**src/rtl/display_color_decoder.sv**
```systemverilog
// Recovers per-channel duty (0..255) from a 256-slot PWM drive stream, for `segments` panel segments in parallel.
// Outputs are registered: pixel/pixel_valid update one clock after the cycle-255 sample; there is no backpressure.
module display_color_decoder #(
    parameter int segments = 2
) (
    input  logic                     clk,
    input  logic                     rst,
    input  logic                     in_valid,
    input  logic [7:0]               cycle,
    input  logic [segments*3-1:0]    rgb,
    output logic [segments*24-1:0]   pixel,
    output logic                     pixel_valid,
    output logic                     frame_error,
    output logic                     locked
);

    localparam int CH = segments * 3;

    typedef enum logic {HUNT, ACCUM} state_t;

    state_t                  state_q, state_d;
    logic [CH-1:0][8:0]      acc_q, acc_d;
    logic [7:0]              exp_q, exp_d;
    logic [segments*24-1:0]  pixel_d;
    logic                    pv_d, fe_d;
    logic [8:0]              sum;

    // Channel i = s*3+c lands at pixel[i*8 +: 8], which matches the red/green/blue byte order.
    always_comb begin
        state_d = state_q;
        acc_d   = acc_q;
        exp_d   = exp_q;
        pixel_d = pixel;
        pv_d    = 1'b0;
        fe_d    = 1'b0;
        sum     = '0;
        if (in_valid) begin
            case (state_q)
                HUNT: begin
                    if (cycle == 8'd0) begin
                        for (int i = 0; i < CH; i++) acc_d[i] = {8'd0, rgb[i]};
                        exp_d   = 8'd1;
                        state_d = ACCUM;
                    end
                end
                ACCUM: begin
                    if (cycle != exp_q) begin
                        // Offending sample is dropped, even a cycle-0 one; a fresh cycle 0 is needed.
                        fe_d    = 1'b1;
                        acc_d   = '0;
                        exp_d   = 8'd0;
                        state_d = HUNT;
                    end else if (exp_q == 8'd0) begin
                        for (int i = 0; i < CH; i++) acc_d[i] = {8'd0, rgb[i]};
                        exp_d = 8'd1;
                    end else begin
                        for (int i = 0; i < CH; i++) begin
                            sum      = acc_q[i] + {8'd0, rgb[i]};
                            acc_d[i] = sum;
                            if (exp_q == 8'd255)
                                pixel_d[i*8 +: 8] = sum[8] ? 8'hff : sum[7:0];
                        end
                        pv_d  = (exp_q == 8'd255);
                        exp_d = exp_q + 8'd1;
                    end
                end
                default: state_d = HUNT;
            endcase
        end
    end

    always_ff @(posedge clk or posedge rst) begin
        if (rst) begin
            state_q     <= HUNT;
            acc_q       <= '0;
            exp_q       <= 8'd0;
            pixel       <= '0;
            pixel_valid <= 1'b0;
            frame_error <= 1'b0;
        end else begin
            state_q     <= state_d;
            acc_q       <= acc_d;
            exp_q       <= exp_d;
            pixel       <= pixel_d;
            pixel_valid <= pv_d;
            frame_error <= fe_d;
        end
    end

    assign locked = (state_q == ACCUM);

endmodule
```
**config.mk**
```make
export PLATFORM = sky130hd
export DESIGN_NAME = display_color_decoder
export DESIGN_NICKNAME = d
export VERILOG_FILES = /design/src/rtl/display_color_decoder.sv
export SDC_FILE = /design/constraint.sdc
export NUM_CORES = 1
export LEC_CHECK = 0
export CORE_ASPECT_RATIO = 1.1
export CORE_UTILIZATION = 60
export DETAILED_ROUTE_END_ITERATION = 10
export PLACE_DENSITY = 0.92
export SLEW_MARGIN = 5
export SYNTH_ARGS = -nofsm -noshare
export SYNTH_HDL_FRONTEND = slang
export SYNTH_SLANG_ARGS = --single-unit
```
**constraint.sdc**
```tcl
create_clock -name clk -period 7.7 [get_ports clk]
set_clock_uncertainty 0.15 [all_clocks]
set_input_delay 1.54 -clock clk [delete_from_list [all_inputs] [get_ports clk]]
set_output_delay 1.54 -clock clk [all_outputs]
set_load 0.01 [all_outputs]
```
# [After elaboration in Yosys (flattened, before gate mapping)]
# Index checks and enable logic that the tools add are counted.
# Widths: inputs -> output; s select.
[op_classes] add_sub_neg=7 n_eq_ne=3 n_mux=24 bitwise=3 reduce_logical=4
[op_table] operator="$mux 54" n=3
[op_table] operator="$pmux 54 s2" n=1
[op_table] operator="$mux 8" n=9
[op_table] operator="$add 9x1->9" n=6
[op_table] operator="$logic_not 8->1" n=2
[op_table] operator="$pmux 8 s2" n=1
[op_table] operator="$mux 1" n=9
[op_table] operator="$add 8x1->8 const B" n=1
[op_table] operator="$eq 8x8->1 const B" n=1
[op_table] operator="$ne 8x8->1" n=1
[op_table] operator="$reduce_and 5->1" n=1
[op_table] operator="$not 1->1" n=3
[op_table] operator="$ne 2x2->1 const B" n=1
[op_table] operator="$pmux 1 s2" n=1
[op_table] operator="$reduce_and 2->1" n=1
[word_totals] register_bits=113 out_inout_bits=51

# [Longest topological paths before layout]
# Gate-level depths: netlist (run 1).
[depth] word_depth=5 depth_mapped=10 depth_no_buf=7

# [Least setup slack after synthesis (run 1)]
# No wires, ideal clock.
[synth_path] kind="input to register" start="in cycle[4]" end="reg acc_q[39] (netlist name)" t_arrival_ps=2863 slack_ps=4558 path_stages=7 cell_sequence="or4_1 o21ai_1 nand2_1 clkbuf_1 buf_2 a32oi_1 o31ai_1"
[synth_between] elab_chain_cells=3
[synth_lines] element="start: declaration" line_no="9" source="input logic [7:0] cycle,"
[synth_lines] element="$ne 8x8->1 or $logic_not 8->1 (tied branches)" line_no="47, 40"
[synth_lines] element="$mux 54 or $ne 2x2->1 (tied branches)"
[synth_lines] element="$pmux 54 s2 or $reduce_and 2->1 (tied branches)"
[synth_lines] element="end signal: assignment" line_no="75" source="acc_q <= '0;"
[synth_lines] element="end signal: assignment" line_no="82" source="acc_q <= acc_d;"
[synth_lines] element="end: declaration" line_no="22" source="logic [CH-1:0][8:0] acc_q, acc_d;"
# Parallel ways exist; a longest one is shown, timed or not.
# A chain may end at the register's enable or synchronous reset.

# [Final worst setup path (run 1)]
[layout_path] start="in in_valid" end="reg pixel[39]"
[layout_between] elab_chain_cells=1
[layout_lines] element="start: declaration" line_no="8" source="input logic in_valid,"
[layout_lines] element="$reduce_and 5->1 (no line)"
[layout_lines] element="end signal: assignment" line_no="84" source="pixel <= pixel_d;"
[layout_lines] element="end: declaration" line_no="11" source="output logic [segments*24-1:0] pixel,"
# Every way passes these cells.

==> key figures, run 1 <==
Timing
  – Setup TNS Final: 0 ns
  – RSZ-0062 raised after global routing: false
  – Fmax: 0.235 GHz
  – Final Max Tran Viols: 0
  – Least-Margin Pin Slew: 1.16 ns
  – Relative slew margins: 0.223
  – Final Hold Vio Count: 0
  – Final setup vio count: 0
  – Tmin final: 4.25 ns
  – Part of the cycle the worst path needs: 0.552

Synth
  – Top cell type's share of synthesized area: 0.451
  – Syn. warnings: 0
  – Cell Area, Synth: 6270 µm²
  – Post-Synth XOR/XNOR Area: 0.0699
  – Post-synth cell types: 46
  – Number of synthesized flops with an enable pin: 0
  – Synth Flop Type: dfrtp_1
  – Largest family of logic cells by synthesized area: simple AND/OR/NAND/NOR gates
  – Synth top area cells: dfrtp_1 (45%), nand3_1 (5.4%), ha_1 (3.8%)
  – Syn Area/Cell: 9.45 µm²
  – Synthesized flop and latch total: 113
  – Sequential area share after synthesis: 0.451
  – Post-synthesis adder-cell area fraction: 0.0379
  – Area leader, netlist: dfrtp_1
  – Synth Area in Compound Gates: 0.180
  – Post-synth net total: 699
  – Async set-reset flop share out of synthesis: 1.00
  – Simple logic cell fraction of the synthesized area: 0.184
  – Post-synthesis cell count: 663
  – Post-synthesis mux area share: 0.0284

Pwr
  – Power per cell area: 219 nW/µm²
  – Pleak: 3.32 nW
  – Overall power: 1.63 mW
  – Worst vdd ir: 0.000160 V

CTS
  – H-tree depth: 4
  – Clock latency on the worst-skew pair: 0.54 ns
  – Post-CTS Setup Bufs: 0
  – Inserted Clock Buffers: 17
  – Post-CTS resize count: 0
  – Maximum clock path buffer count: 2
  – Root Driver: clkbuf_8
  – CTS tree: built
  – CTS sink count: 113
  – Clock transition at path regs: 0.05 ns
  – # hold bufs at CTS: 0

Drt
  – Drt first pass iters: 5
  – Routed vias/inst: 6.43
  – # DRC: 0
  – Post-route ant nets: 0
  – Drt wl/cell: 18.3 µm
  – Final WL: 15300 µm
  – Via count: 5360
  – DRT iter0 DRCs: 353

Floorplanning
  – Row cnt: 38
  – IO Pins: 68
  – Die Wd: 99.4 µm
  – Die Y: 109 µm
  – Effective utilization at floorplan: 0.628
  – Die area: 10900 µm²
  – Area of the core: 9980 µm²

Hold path
  – Hold EP: pixel[38]
  – Worst min path class: reg2reg
  – Hold depth: 2
  – Worst Hold Launch: pixel[38]

Setup path
  – Setup CP Type: in2reg
  – RR Startpoint: exp_q[3]
  – WP data required: 8.02 ns
  – Worst Path Max Fanout: 97
  – Crit path DAT: 4.57 ns
  – R2R cell count: 5
  – Setup crit end kind: flop
  – Crit path launch type: primary input
  – Reg2reg setup slack: 4.56 ns
  – R2R Path End: acc_q[39]

GRT
  – Vias in the first global route: 5279
  – First-pass GRT wire length: 25500 µm
  – GRT Residual Overflow: 0
  – Initial antenna violation count: 0
  – Pin count of the biggest net entering global routing: 98
  – Total global-route track usage: 0.302

Place
  – Routability cong.: 0.903
  – Placed cell count: 804
  – Detailed Place HPWL: 9010 µm
  – Port bufs: 67

Finish
  – Utilization after layout: 0.743
  – Final nets: 739
  – Antenna Cells: 0
  – Finished Layout Cells: 834
  – Syn-to-layout area delta: 18.5%
  – Fill cell count: 652
  – Ratio of cells with drive above 1 in the final layout: 0.0644

Run status
  – Run status: completed

Flow run
  – MaxCap Viol Count: 0
==> cell usage after synthesis, types with 19 or more instances <==
cell	instances
nor2_1	27
o21ai_1	24
xnor2_1	24
nand2_1	57
o21ai_0	30
xor2_1	26
a31oi_1	22
nor2b_1	21
dfrtp_1	113
a21oi_1	32
ha_1	19
clkbuf_1	27
a21o_1	28
nand3_1	67
==> cell type report <==
class                           instances  area [µm²]  share of cell area
Multi-Input combinational cell        486        3150               0.424
Clock buffer                           23         447              0.0602
Tap cell                              120         150              0.0202
Inverter                               17        66.3             0.00893
Timing Repair Buffer                   68         673              0.0907
Sequential cell                       113        2830               0.381
Clock inverter                          7         110              0.0148
==> kinds of logic (layout without fill, tap and decap cells) <==
| kind of cell | count (synthesis) | in the layout |
|---|---|---|
| simple gates | 224 | 224 |
| compound gates | 176 | 176 |
| flops | 113 | 113 |
| buf+inv | 64 | 115 |
| xor+xnor | 50 | 50 |
| fa+ha+maj | 19 | 19 |
| mux | 17 | 17 |
==> worst max-delay path, cell delays in order <==
cell	delay [ns]
buf_2	0.79
nand2_1	0.25
nor4_1	0.51
nand3_4	0.78
a221oi_1	0.53
a21o_1	0.13
==> worst max path at each step <==
stage / end / from / slack (ns) / cells after the start
after floorplan: acc_q[0] / rst / 3.02 / 1
after global placement: pixel[39] / in_valid / 3.18 / 6
after detailed placement: pixel[39] / in_valid / 3.04 / 6
after CTS: pixel[39] / in_valid / 3.50 / 6
after global routing: pixel[12] / in_valid / 3.13 / 6
final: pixel[39] / in_valid / 3.45 / 6
==> cells in the final DEF (no fill, tap or decap), types with 3 or more instances in the layout <==
cell type	Yosys	final
dfrtp_1	113	113
nand3_1	67	66
clkdlybuf4s50_1	0	66
nand2_1	57	56
a21oi_1	32	32
o21ai_0	30	30
a21o_1	28	28
nor2_1	27	27
xor2_1	26	26
xnor2_1	24	24
o21ai_1	24	24
a31oi_1	22	22
nor2b_1	21	21
ha_1	19	19
and3_1	17	17
inv_1	17	16
clkbuf_16	0	16
o31ai_1	11	11
mux2i_1	11	11
a22o_1	10	10
nor3_1	9	9
a32oi_1	9	9
mux2_2	6	6
clkbuf_1	27	5
nand4_1	4	4
and4_1	4	4
and2_1	4	4
clkinv_2	0	4
nand2_2	2	3
bufinv_16	0	3
==> flip-flops by register name, summed over array words and instances, names as in the netlist <==
name	flops
pixel_valid	1
pixel	48
exp_q	8
acc_q	54
locked	1
frame_error	1
==> report_power, final <==
part           leakage (nW)  switching (mW)  internal (mW)
logic                  1.48           0.125         0.0900
registers              1.56          0.0352          0.620
clock network         0.275           0.262          0.495
==> metal layers <==
layer	share of wire	global-route usage	vias up
met5	0	0	-
met1	0.40	0.365	2612
met3	0.057	0.0679	57
li1	-	-	2451
met2	0.51	0.514	240
met4	0.035	0.148	0
==> per-stage QoR <==
stage          hold WS [ns]  instance area (µm²)  worst slack (ns)
2_1_floorplan         0.333                 6270              3.02
3_3_place_gp          0.310                 6870              3.18
3_5_place_dp          0.314                 6870              3.04
4_1_cts               0.326                 7420              3.50
5_1_grt               0.346                 7420              3.13
6_report              0.322                 7420              3.45
Power figures use the tool's default switching activity.
==> inputs of run 2 (changes only) <==
--- a/config.mk
+++ b/config.mk
@@ -6,9 +6,9 @@
 export NUM_CORES = 1
 export LEC_CHECK = 0
 export CORE_ASPECT_RATIO = 1.1
-export CORE_UTILIZATION = 60
+export CORE_UTILIZATION = 52
 export DETAILED_ROUTE_END_ITERATION = 10
-export PLACE_DENSITY = 0.92
+export PLACE_DENSITY = 0.85
 export SLEW_MARGIN = 5
 export SYNTH_ARGS = -nofsm -noshare
 export SYNTH_HDL_FRONTEND = slang
==> constraint.sdc (replaced) <==
create_clock -name clk -period 3.8 [get_ports clk]
set_clock_uncertainty 0.15 [all_clocks]
set_input_delay 0.76 -clock clk [delete_from_list [all_inputs] [get_ports clk]]
set_output_delay 0.76 -clock clk [all_outputs]
set_load 0.01 [all_outputs]
==> key figures, run 2 (synthesized netlist as in run 1, its figures left out) <==
Drt
  – Final WL: 14200 µm
  – Via count: 5159
  – Routed vias/inst: 5.93
  – # DRC: 0
  – Drt first pass iters: 5
  – Post-route ant nets: 0
  – Drt wl/cell: 16.3 µm
  – DRT iter0 DRCs: 316

Floorplanning
  – Die Y: 117 µm
  – Effective utilization at floorplan: 0.540
  – Die area: 12500 µm²
  – IO Pins: 68
  – Area of the core: 11600 µm²
  – Row cnt: 41
  – Die Wd: 107 µm

Finish
  – Fin area: 7530 µm²
  – Antenna Cells: 0
  – Finished Layout Cells: 870
  – Max FFs per register: 54
  – Ratio of cells with drive above 1 in the final layout: 0.0750
  – Commonest non-fill, non-tap cell in the layout: dfrtp_1
  – Biggest regs: acc_q x54, pixel x48, exp_q x8
  – Final nets: 745
  – Syn-to-layout area delta: 20.2%
  – Most frequent cells in the layout: dfrtp_1 (113), nand3_1 (66), clkdlybuf4s50_1 (66)
  – Top reg by flops: acc_q
  – Utilization after layout: 0.650

Setup path
  – Crit path DAT: 2.99 ns
  – Worst Path Max Fanout: 41
  – WP data required: 3.97 ns
  – Setup crit end kind: flop
  – Crit path launch type: primary input
  – Setup CP Type: in2reg

Pwr
  – Pleak: 3.36 nW
  – Overall power: 3.29 mW
  – Worst vdd ir: 0.000299 V
  – Power per cell area: 437 nW/µm²

Timing
  – Fmax: 0.354 GHz
  – Tmin final: 2.82 ns
  – RSZ-0062 raised after global routing: false
  – WHS: 0.320 ns
  – Final setup vio count: 0
  – Final Max Tran Viols: 0
  – Relative slew margins: 0.604
  – Worst setup margin: 0.977 ns
  – Setup TNS Final: 0 ns
  – Part of the cycle the worst path needs: 0.743
  – Least-Margin Pin Slew: 0.595 ns
  – Final Hold Vio Count: 0

CTS
  – CTS sink count: 113
  – Inserted Clock Buffers: 17
  – Post-CTS resize count: 0
  – CTS tree: built
  – Root Driver: clkbuf_16
  – # hold bufs at CTS: 0
  – Maximum clock path buffer count: 2
  – Clock transition at path regs: 0.05 ns
  – Post-CTS Setup Bufs: 0
  – H-tree depth: 4
  – Clock latency on the worst-skew pair: 0.41 ns

GRT
  – Total global-route track usage: 0.241
  – First-pass GRT wire length: 23600 µm
  – GRT Residual Overflow: 0
  – Pin count of the biggest net entering global routing: 114
  – Vias in the first global route: 5073
  – Initial antenna violation count: 0

Place
  – Placed cell count: 840
  – Routability cong.: 0.859
  – Area after DPL: 6960 µm²
  – Port bufs: 67
  – Dpl ws: 0.576 ns
  – Detailed Place HPWL: 9190 µm

Run status
  – Run status: completed

Hold path
  – Worst min path class: reg2reg

Flow run
  – MaxCap Viol Count: 0
[run 2: cell count changes in the layout (fill, tap and decap cells not counted), sizes merged]
cell / change
inv: -1
clkinvlp: +1
buf: +6
bufinv: -1
clkbuf: +1
[run 2: path summary, 6_finish.rpt]
| path | start | endpoint | slack (ns) | cells after the start |
|---|---|---|---|---|
| min in group asynchronous | rst | pixel[23] | 0.74 | 3 |
| min | pixel[3] | pixel[3] | 0.32 | 1 |
| min reg2reg | pixel[3] | pixel[3] | 0.32 | 1 |
| max in group asynchronous | rst | pixel[42] | 2.34 | 3 |
| max reg2reg | exp_q[3] | acc_q[16] | 1.20 | 6 |
| max | cycle[3] | acc_q[16] | 0.98 | 7 |
[run 2: routing by layer]
layer | vias to the layer above | part of all wire | GRT usage
met1 | 2501 | 0.43 | 0.297
met4 | 0 | 0.023 | 0.118
met5 | - | 0 | 0
li1 | 2458 | - | -
met3 | 34 | 0.049 | 0.0532
met2 | 166 | 0.50 | 0.403
[run 2: final cells by class]
type | count | area, µm²
multi-input combinational | 486 | 3150
tap | 150 | 188
inverter | 17 | 67.6
fill | 961 | 4060
timing repair buffer | 74 | 731
clock buffer | 24 | 492
clock inverter | 6 | 80.1
sequential | 113 | 2830
[run 2: where the power goes]
group | total [mW] | internal (mW) | switching (mW)
sequential | 1.32 | 1.26 | 0.0672
clock | 1.54 | 1.02 | 0.519
combinational | 0.428 | 0.184 | 0.244
total | 3.29 | 2.46 | 0.830
[run 2: worst max-delay path, stage by stage]
cell,delay [ns]
clkdlybuf4s50_1,0.43
xor2_1,0.17
nor4_4,0.38
and4_4,0.44
buf_4,0.43
a31oi_1,0.15
o21ai_0,0.21
==> RTL edit: new RTL, flow settings as in run 1 <==
Remove the register `frame_error`: a continuous assignment takes its place, so the output `frame_error` follows one clock earlier.
--- a/src/rtl/display_color_decoder.sv
+++ b/src/rtl/display_color_decoder.sv
@@ -78,3 +78,2 @@
             pixel_valid <= 1'b0;
-            frame_error <= 1'b0;
         end else begin
@@ -85,5 +84,6 @@
             pixel_valid <= pv_d;
-            frame_error <= fe_d;
         end
     end
+
+    assign frame_error = fe_d;
 
Formal check against the unedited RTL: not equivalent (Yosys sat finds a counterexample within 4 cycles, from zero or initial values and one cycle with rst high).
==> RTL edit against run 1 <==
  * First-iteration DRC count increased by 1.4%
  * Routed wire length shrank 7.8%
  * Design area is 4.7% lower
  * Setup slack worse by 990 ps
  * Sequential cell count decreased by 1
  * Sequential power down 1%
  * Synthesized cell count down 0.15%
  * Utilization decreased by 3.5 points
  * Total power fell by 22%
  * Area after synthesis decreased by 0.40%
  * Largest cell class unchanged
==> RTL edit: results (changes against run 1) <==
Status
  • Status: completed

Place
  • Placed wire-length estimate: 9160 um (+1.7%)
  • Post-placement cell area: 6850 sq um (-0.26%)
  • Placer congestion estimate: 0.883 (-2.2%)

Power
  • Cell leakage power: 3.15 nW (-5.2%)
  • Comb pwr: 0.000210 W (-2%)
  • Peak supply drop: 0.0993 mV (-38%)
  • Clock power share: 32.4% (-14 points)
  • Sw Ratio: 27.8% (+1.8 points)

Yosys
  • Seq/Total Area, Yosys: 44.9% (-0.22 points)
  • Mapped Cells: 662 (-0.15%)
  • Post-Syn Nets: 698 (-0.14%)

Setup path
  • CP peak stage delay: 490 ps (-300 ps)
  • CP Data Arrival Time: 3550 ps (-1020 ps)
  • Crit-path slowest cell: clkdlybuf4s50_1

Global route
  • GRT Total Usage: 27.4% (-2.8 points)
  • Vias in the first global route: 5019 (-4.9%)
  • Initial antenna violation count: 0 (unchanged)
  • First-pass GRT wire length: 23600 um (-7.5%)

Clocking
  • Skew-Pair Late Insertion Delay: 380 ps (-160 ps)
  • Reg clk slew, reported paths: 100 ps (+50 ps)
  • Max H-tree Level: 3 (-1)
  • Total CTS buffers: 9 (-8)

Routing
  • Post-Route WL: 14100 um (-7.8%)
  • Pre-Repair DR Iteration Count: 4 (-1)
  • Vias after detailed routing: 5138 (-4.1%)
  • DR iter-0 viols: 358 (+1.4%)

Timing
  • Worst Tran Pin Value: 1130 ps (-32.8 ps)

Final layout
  • Largest registers: acc_q (54), pixel (48), exp_q (8)
  • Nets: 731 (-1.1%)
  • Finished Layout Cells: 818 (-1.9%)
  • Share of layout cells above drive strength 1: 5.01% (-1.4 points)
RTL edit: critical path, delay by kind of cell:
family,cells,cell delay [ps]
simple gates,3,890
xor+xnor,1,180
buf+inv,2,930
RTL edit: worst paths after layout:
path	cells past startpoint	slack [ps]	startpoint	endpoint
worst max-delay path	6	2460	cycle[6]	frame_error
worst min register to register	1	340	pixel[15]	pixel[15]
worst max register to register	6	4540	exp_q[1]	pixel[12]
max in group asynchronous	3	4750	rst	acc_q[47]
min in group asynchronous	2	1480	rst	pixel[22]
worst min-delay path	1	340	pixel[15]	pixel[15]
RTL edit: cell families after synthesis:
family / count (synthesis) / synth area share, %
buf+inv: 64 / 4.89
compound gates: 176 / 18.0
simple gates: 224 / 18.5
flops: 112 / 44.9
xor+xnor: 50 / 7.02
mux: 17 / 2.85
fa+ha+maj: 19 / 3.81
RTL edit: metal layers:
layer / track usage [%] / routed length, um / vias up
li1: - / - / 2418
met1: 36.0 / 6030 / 2501
met2: 45.8 / 7170 / 191
met3: 2.76 / 574 / 28
met4: 13.4 / 326 / 0
met5: 0 / 0 / -
RTL edit: metrics by stage:
stage / worst slack [ps] / total power, W
floorplan: 3050 / 0.000797
global placement: 2560 / 0.000851
detailed placement: 2490 / 0.000863
CTS: 2480 / 0.00126
global route: 2330 / 0.00131
finish: 2460 / 0.00127
RTL edit: final cells by class:
type | instances | area (sq um)
timing repair buffer | 69 | 681
clock buffer | 10 | 128
multi-input combinational | 486 | 3150
tap | 120 | 150
fill | 710 | 2910
sequential | 112 | 2800
inverter | 17 | 66.3
clock inverter | 4 | 95.1
